==> src/rtl/dac_pkg.sv <==
// rtl/dac_pkg.sv - shared state type and sizing helpers for the DAC TDM interleaver
package dac_pkg;

    typedef enum logic [1:0] {
        ST_HOLD = 2'd0,
        ST_MUTE = 2'd1,
        ST_RUN  = 2'd2
    } dac_state_e;

    // Offset-binary midscale code; also the MSB mask that converts two's complement.
    function automatic logic [31:0] midscale(input int width);
        return 32'd1 << (width - 1);
    endfunction

    function automatic int slot_width(input int num_ch);
        return (num_ch > 1) ? $clog2(num_ch) : 1;
    endfunction

endpackage

==> src/rtl/dac_slew_ch.sv <==
// rtl/dac_slew_ch.sv - one channel's bounded step toward its target value
module dac_slew_ch #(
    parameter int DATA_WIDTH = 14,
    parameter int SLEW_STEP  = 64
) (
    input  logic [DATA_WIDTH-1:0] i_cur,
    input  logic [DATA_WIDTH-1:0] i_target,
    output logic [DATA_WIDTH-1:0] o_next
);

    localparam logic signed [DATA_WIDTH:0] STEP_S = (DATA_WIDTH + 1)'(SLEW_STEP);
    localparam logic [DATA_WIDTH-1:0]      STEP_U = DATA_WIDTH'(SLEW_STEP);

    logic signed [DATA_WIDTH:0] w_diff;

    // One extra bit keeps the difference exact; the stepped result always lies
    // between cur and target, so it can never wrap.
    assign w_diff = $signed({i_target[DATA_WIDTH-1], i_target})
                  - $signed({i_cur[DATA_WIDTH-1], i_cur});

    always_comb begin
        o_next = i_target;
        if (w_diff > STEP_S) begin
            o_next = i_cur + STEP_U;
        end else if (w_diff < -STEP_S) begin
            o_next = i_cur - STEP_U;
        end
    end

endmodule

==> src/rtl/dac_tdm_interleaver.sv <==
// rtl/dac_tdm_interleaver.sv - TDM channel interleaver for a single-port DAC; DAC_SLEW_LIMIT_EN enables slew limiting
module dac_tdm_interleaver
    import dac_pkg::*;
#(
    parameter int DATA_WIDTH  = 14,
    parameter int NUM_CH      = 2,
    parameter int HOLD_CYCLES = 16,
    parameter int SLEW_STEP   = 64
) (
    input  logic                           clk,
    input  logic                           rst_n,
    input  logic [NUM_CH*DATA_WIDTH-1:0]   din,
    input  logic                           din_valid,
    output logic                           din_ready,
    input  logic                           mute_req,
    output logic [DATA_WIDTH-1:0]          dout,
    output logic [slot_width(NUM_CH)-1:0]  dout_sel,
    output logic                           dout_wrt,
    output logic                           dac_rst_o,
    output logic                           muted
);

    localparam int                    SW        = slot_width(NUM_CH);
    localparam int                    HW        = $clog2(HOLD_CYCLES + 1);
    localparam logic [DATA_WIDTH-1:0] MID       = DATA_WIDTH'(midscale(DATA_WIDTH));
    localparam logic [SW-1:0]         LAST_SLOT = SW'(NUM_CH - 1);
    localparam logic [HW-1:0]         HOLD_LAST = HW'(HOLD_CYCLES - 1);

    dac_state_e r_state;
    dac_state_e w_state_next;

    logic [HW-1:0]         r_hold_cnt;
    logic [SW-1:0]         r_slot;
    logic                  r_mute_pend;
    logic                  r_pending;
    logic [DATA_WIDTH-1:0] r_shadow [NUM_CH];
    logic [DATA_WIDTH-1:0] r_active [NUM_CH];
    logic [DATA_WIDTH-1:0] r_dout;
    logic [SW-1:0]         r_dout_sel;
    logic                  r_dout_wrt;
    logic                  r_muted;

    logic w_accept;
    logic w_boundary;

    assign din_ready  = (r_state != ST_HOLD);
    assign dac_rst_o  = (r_state == ST_HOLD);
    assign w_accept   = din_valid && din_ready;
    assign w_boundary = (r_state != ST_HOLD) && (r_slot == LAST_SLOT);

    always_ff @(posedge clk or negedge rst_n) begin
        if (!rst_n) begin
            r_state <= ST_HOLD;
        end else begin
            r_state <= w_state_next;
        end
    end

    // Mode changes only at frame boundaries so a started frame always completes.
    always_comb begin
        w_state_next = r_state;
        case (r_state)
            ST_HOLD: if (r_hold_cnt == HOLD_LAST) w_state_next = ST_MUTE;
            ST_MUTE: if (w_boundary && !mute_req) w_state_next = ST_RUN;
            ST_RUN:  if (w_boundary && (mute_req || r_mute_pend)) w_state_next = ST_MUTE;
            default: w_state_next = ST_HOLD;
        endcase
    end

    always_ff @(posedge clk or negedge rst_n) begin
        if (!rst_n) begin
            r_hold_cnt  <= '0;
            r_slot      <= '0;
            r_mute_pend <= 1'b0;
        end else begin
            if (r_state == ST_HOLD) begin
                r_hold_cnt <= r_hold_cnt + HW'(1);
                r_slot     <= '0;
            end else begin
                r_hold_cnt <= '0;
                r_slot     <= r_slot + SW'(1);
            end
            // Remembers a mute pulse that drops before the frame ends.
            if (r_state == ST_RUN && !w_boundary) begin
                r_mute_pend <= r_mute_pend | mute_req;
            end else begin
                r_mute_pend <= 1'b0;
            end
        end
    end

`ifdef DAC_SLEW_LIMIT_EN
    logic [DATA_WIDTH-1:0] w_target [NUM_CH];
    logic [DATA_WIDTH-1:0] w_slewed [NUM_CH];
    logic                  w_settled;

    for (genvar g = 0; g < NUM_CH; g++) begin : g_slew
        assign w_target[g] = w_accept ? din[g*DATA_WIDTH +: DATA_WIDTH] : r_shadow[g];

        dac_slew_ch #(
            .DATA_WIDTH (DATA_WIDTH),
            .SLEW_STEP  (SLEW_STEP)
        ) u_slew (
            .i_cur    (r_active[g]),
            .i_target (w_target[g]),
            .o_next   (w_slewed[g])
        );
    end

    always_comb begin
        w_settled = 1'b1;
        for (int k = 0; k < NUM_CH; k++) begin
            if (w_slewed[k] != w_target[k]) w_settled = 1'b0;
        end
    end
`endif

    always_ff @(posedge clk or negedge rst_n) begin
        if (!rst_n) begin
            r_pending <= 1'b0;
            for (int k = 0; k < NUM_CH; k++) begin
                r_shadow[k] <= '0;
                r_active[k] <= '0;
            end
        end else begin
            if (w_accept) begin
                for (int k = 0; k < NUM_CH; k++) begin
                    r_shadow[k] <= din[k*DATA_WIDTH +: DATA_WIDTH];
                end
            end
`ifdef DAC_SLEW_LIMIT_EN
            // Pending stays set until every channel has landed on its target.
            if (w_boundary && (r_pending || w_accept)) begin
                for (int k = 0; k < NUM_CH; k++) begin
                    r_active[k] <= w_slewed[k];
                end
                r_pending <= !w_settled;
            end else if (w_accept) begin
                r_pending <= 1'b1;
            end
`else
            if (w_boundary) begin
                for (int k = 0; k < NUM_CH; k++) begin
                    if (w_accept) begin
                        r_active[k] <= din[k*DATA_WIDTH +: DATA_WIDTH];
                    end else if (r_pending) begin
                        r_active[k] <= r_shadow[k];
                    end
                end
                r_pending <= 1'b0;
            end else if (w_accept) begin
                r_pending <= 1'b1;
            end
`endif
        end
    end

    always_ff @(posedge clk or negedge rst_n) begin
        if (!rst_n) begin
            r_dout     <= MID;
            r_dout_sel <= '0;
            r_dout_wrt <= 1'b0;
            r_muted    <= 1'b1;
        end else begin
            r_dout_sel <= r_slot;
            r_dout_wrt <= (r_state != ST_HOLD);
            r_muted    <= (r_state != ST_RUN);
            r_dout     <= (r_state == ST_RUN) ? (r_active[r_slot] ^ MID) : MID;
        end
    end

    assign dout     = r_dout;
    assign dout_sel = r_dout_sel;
    assign dout_wrt = r_dout_wrt;
    assign muted    = r_muted;

endmodule
==> config.mk <==
export PLATFORM = sky130hd
export DESIGN_NAME = dac_tdm_interleaver
export DESIGN_NICKNAME = d
export VERILOG_FILES = /design/src/rtl/dac_pkg.sv /design/src/rtl/dac_slew_ch.sv /design/src/rtl/dac_tdm_interleaver.sv
export SDC_FILE = /design/constraint.sdc
export NUM_CORES = 1
export LEC_CHECK = 0
export CAP_MARGIN = 30
export CORE_ASPECT_RATIO = 1.2
export CORE_MARGIN = 3
export CORE_UTILIZATION = 48
export DETAILED_ROUTE_END_ITERATION = 8
export PLACE_DENSITY = 0.81
export RECOVER_POWER = 25
export SLEW_MARGIN = 20
export SYNTH_ARGS = -nofsm -noshare
export SYNTH_HDL_FRONTEND = slang
export SYNTH_SLANG_ARGS = --single-unit
export TNS_END_PERCENT = 100
==> constraint.sdc <==
create_clock -name clk -period 1.8 [get_ports clk]
set_input_delay 0.27 -clock clk [delete_from_list [all_inputs] [get_ports clk]]
set_output_delay 0.27 -clock clk [all_outputs]
set_load 0.02 [all_outputs]
==> reports/qor.log <==
qor: clocking.clock-sinks 83
qor: power_and_ir_drop.power_frac_comb 0.375
qor: sta.final_setup_tns 0 ns
qor: final_layout.footprint_of_the_multi_input_gates 1390 sq um
qor: critical_path.endpoint_kind output pin
qor: clocking.clock_tree.htree_level_count 3
qor: critical_path.critical_path.startpoint_type flip-flop
qor: global_routing.grt_start_max_net_pins 37
qor: die.rows 34
qor: place.place.detailed.instances 414
qor: critical_path.timing.reg2reg.setup_slack 0.15 ns
qor: die.die-area 8640 sq um
qor: power_and_ir_drop.vdd_drop_max 708 uV
qor: die.die_y 101 microns
qor: power_and_ir_drop.clockPowerShare 0.183
qor: critical_path.worst-path-buf-inv 1
qor: die.core 7320 sq um
qor: critical_path.regToRegEndpoint r_shadow[14]$_DFFE_PN0P_
qor: logic_synthesis.syn_nets 315
qor: critical_path.slowest_cell_delay_on_critical_path 0.59 ns
qor: power_and_ir_drop.static-leakage-power 1.94 nW
qor: critical_path.reg2regPathDepth 4
qor: clocking.tritoncts.num_buffers 9
qor: sta.timing.final.hold_violations 0
qor: logic_synthesis.mappedNetlistArea 3630 sq um
qor: final_layout.mostFrequentLayoutCell dfrtp_1
qor: sta.final_slew_viol_count 0
qor: run.count_of_max_cap_constraint_violations 0
qor: sta.final_critical_path_setup_slack 0.0754 ns
qor: routing.drt.antenna.violating_nets 0
qor: final_layout.syn2layout_area_growth 21.6%
qor: clocking.register_clock_pin_slew_on_the_reported_worst_setup_and_hold_paths 0.07 ns
qor: final_layout.finish.cell_count_without_fillers 431
qor: global_routing.grtUsageTotal 0.188
qor: status.outcome finished clean
qor: logic_synthesis.mapped_avg_cell_area 12.9 sq um
qor: critical_path.cp_max_fo 1
qor: routing.routed_wl 7.56 mm
qor: logic_synthesis.synth-main-ff-cell dfrtp_1
qor: logic_synthesis.post_synth_num_cell_types 37
qor: final_layout.area.sequential 2080 sq um
qor: critical_path.worst_ep_arrival_time 1.45 ns
qor: die.start_util 0.496
qor: global_routing.first_pass_grt_wire_length 12.5 mm
qor: power_and_ir_drop.total_power 7.15 mW
qor: power_and_ir_drop.internal_dissipation 4.76 mW
qor: sta.fmax 580 MHz
qor: place.place.detailed.hpwl 4.93 mm
qor: final_layout.finish.net_count 370
qor: place.port_buffers 50
qor: logic_synthesis.number_of_synthesized_flops_with_an_enable_pin 0
qor: logic_synthesis.synth_warnings 0
qor: clocking.cts_setup_buffers 0
qor: sta.final_setup_fails 0
qor: final_layout.n_antenna_cell 0
qor: sta.grt_setup_unrepaired no
qor: routing.iteration_count_of_the_initial_detailed_routing_pass 4
qor: place.post_place_setup_slack 0.0818 ns
qor: power_and_ir_drop.power.net_switching 2.40 mW
qor: logic_synthesis.synth_seq_area_share 0.573
qor: die.io_pins 51
qor: clocking.clock_insertion_delay_worst_skew 0.35 ns
qor: die.die_x 85.4 microns
qor: global_routing.via_count_of_the_first_global_routing_pass 2460
qor: sta.period_share 0.958
qor: min_path.timing.hold.worst.class flip-flop to flip-flop
qor: power_and_ir_drop.sw_frac_of_total 0.335
qor: sta.period_minus_slack 1.72 ns
qor: min_path.holdCritStartpoint r_hold_cnt[0]$_DFF_PN0_
qor: routing.post-route-drc-count 0
qor: min_path.number_of_cells_traversed_by_the_worst_hold_path 1
qor: power_and_ir_drop.power_per_unit_of_standard_cell_area 1620 nW/um^2
qor: critical_path.worst_path_max_delay_cell clkdlybuf4s50_1
qor: critical_path.required_time_reported_for_the_critical_path_endpoint 1.53 ns
qor: global_routing.antenna_violations_before_repair 0
qor: sta.finClkSkew 0.0117 ns
qor: final_layout.final_layout_size_suffix_gt1_frac 0.185
qor: logic_synthesis.synth-async-reset-ratio 1.00
qor: global_routing.grt_overflow_total 0
qor: clocking.cts.root.buffer_cell clkbuf_8
qor: critical_path.timing_worst_setup_path_type flip-flop to output pin
qor: critical_path.path_delay_family buffers and inverters
qor: logic_synthesis.synth.ff_latch_count 83
qor: final_layout.layout_common_cells 81 x dfrtp_1, 47 x clkdlybuf4s50_1, 25 x and2_1, 24 x a31oi_1, 24 x o2bb2ai_1
qor: clocking.cts.path.max_buffers 2
qor: sta.relSlewSlack 0.378
qor: place.finalWeightedCongestion 0.797
qor: routing.drt-vias-per-instance 5.59
qor: routing.wire_per_inst 17.5 microns
qor: critical_path.worst_r2r_startpoint r_state[1]$_DFFE_PN0P_
qor: power_and_ir_drop.power.sequential.fraction 0.442
qor: sta.tightestPinTransition 0.933 ns
qor: final_layout.num-fill-cells 588
qor: clocking.cts_tree built
qor: routing.drtIter0Drc 116
qor: min_path.whs_endpoint r_hold_cnt[0]$_DFF_PN0_
qor: routing.detailroute.via_count 2411
qor: critical_path.cp_cell_instances clkdlybuf4s50_1
qor: logic_synthesis.post_synth_inst_count 281
==> power groups by stage <==
stage	sequential [mW]	clock, mW	combinational (mW)
finish	3.16	1.31	2.68
global route	3.25	1.40	2.90
CTS	3.14	1.34	2.72
detailed placement	3.16	0	2.73
global placement	3.14	0	2.62
floorplan	3.08	0	2.02
==> flip-flops by register name, summed over array words and instances (netlist names), 2 cells and up <==
| register | cells |
|---|---|
| r_active | 28 |
| r_shadow | 28 |
| dout | 14 |
| r_hold_cnt | 5 |
| r_state | 2 |
==> cell type report <==
cell class | instances | share of cell area
inverter | 4 | 0.00340
clock buffer | 13 | 0.0337
clock inverter | 3 | 0.00907
multi-input combinational | 173 | 0.315
tap | 90 | 0.0255
sequential | 83 | 0.471
timing repair buffer | 65 | 0.142
==> metrics by stage <==
stage               instance area [sq um]  hold slack [ns]   util
finish                               4410            0.467  0.603
global route                         4410            0.499  0.603
CTS                                  4420            0.418  0.604
detailed placement                   4230            0.267  0.578
global placement                     4230            0.263  0.578
floorplan                            3630          -0.0256      -
==> metal layers <==
metal	part of all wire	GRT usage	wire length [microns]	up-vias
li1	-	-	-	1122
met5	0	0	0	-
met4	0.015	0.0950	110	0
met1	0.44	0.251	3360	1224
met3	0.040	0.0301	303	7
met2	0.50	0.297	3780	58
==> cell usage after synthesis, types with 2 or more instances <==
library cell / instances / area share
a21oi_1: 5 / 0.0069
a31oi_1: 24 / 0.041
and2_1: 25 / 0.043
buf_12: 2 / 0.011
buf_2: 10 / 0.014
buf_4: 2 / 0.0041
buf_6: 2 / 0.0062
clkbuf_1: 5 / 0.0052
dfrtp_1: 81 / 0.56
dfstp_2: 2 / 0.014
ha_1: 2 / 0.0069
inv_1: 3 / 0.0031
mux2_2: 8 / 0.025
mux2_4: 20 / 0.083
mux2i_1: 14 / 0.039
nand2b_1: 4 / 0.0069
nor2_1: 21 / 0.022
o211ai_1: 2 / 0.0041
o22ai_1: 8 / 0.014
o2bb2ai_1: 24 / 0.058
==> how the worst max path moves through the flow <==
| stage | from | end | cells after the start |
|---|---|---|---|
| floorplan | r_state[1]$_DFFE_PN0P_ | r_shadow[0]$_DFFE_PN0P_ | 6 |
| global placement | din_valid | r_shadow[7]$_DFFE_PN0P_ | 4 |
| detailed placement | din_valid | r_active[18]$_DFFE_PN0P_ | 5 |
| CTS | r_state[1]$_DFFE_PN0P_ | dac_rst_o | 3 |
| global route | r_state[1]$_DFFE_PN0P_ | din_ready | 2 |
| finish | muted$_DFF_PN1_ | muted | 1 |
==> cells by family (layout without fill, tap and decap cells) <==
logic type,Yosys count,in the layout,synth area share
xor+xnor,2,2,0.00483
buf+inv,25,85,0.0445
mux,42,42,0.146
flops,83,83,0.573
simple gates,58,58,0.0886
compound gates,69,69,0.136
fa+ha+maj,2,2,0.00690
==> repair_timing <==
action	4_1_cts	5_1_grt
pin swaps	0	0
hold buffers	1	0
endpoints found under the hold margin	32	0
setup endpoints to repair	2	1
gates resized for setup	2	2
Note: power is estimated with default switching activity, not from simulation.
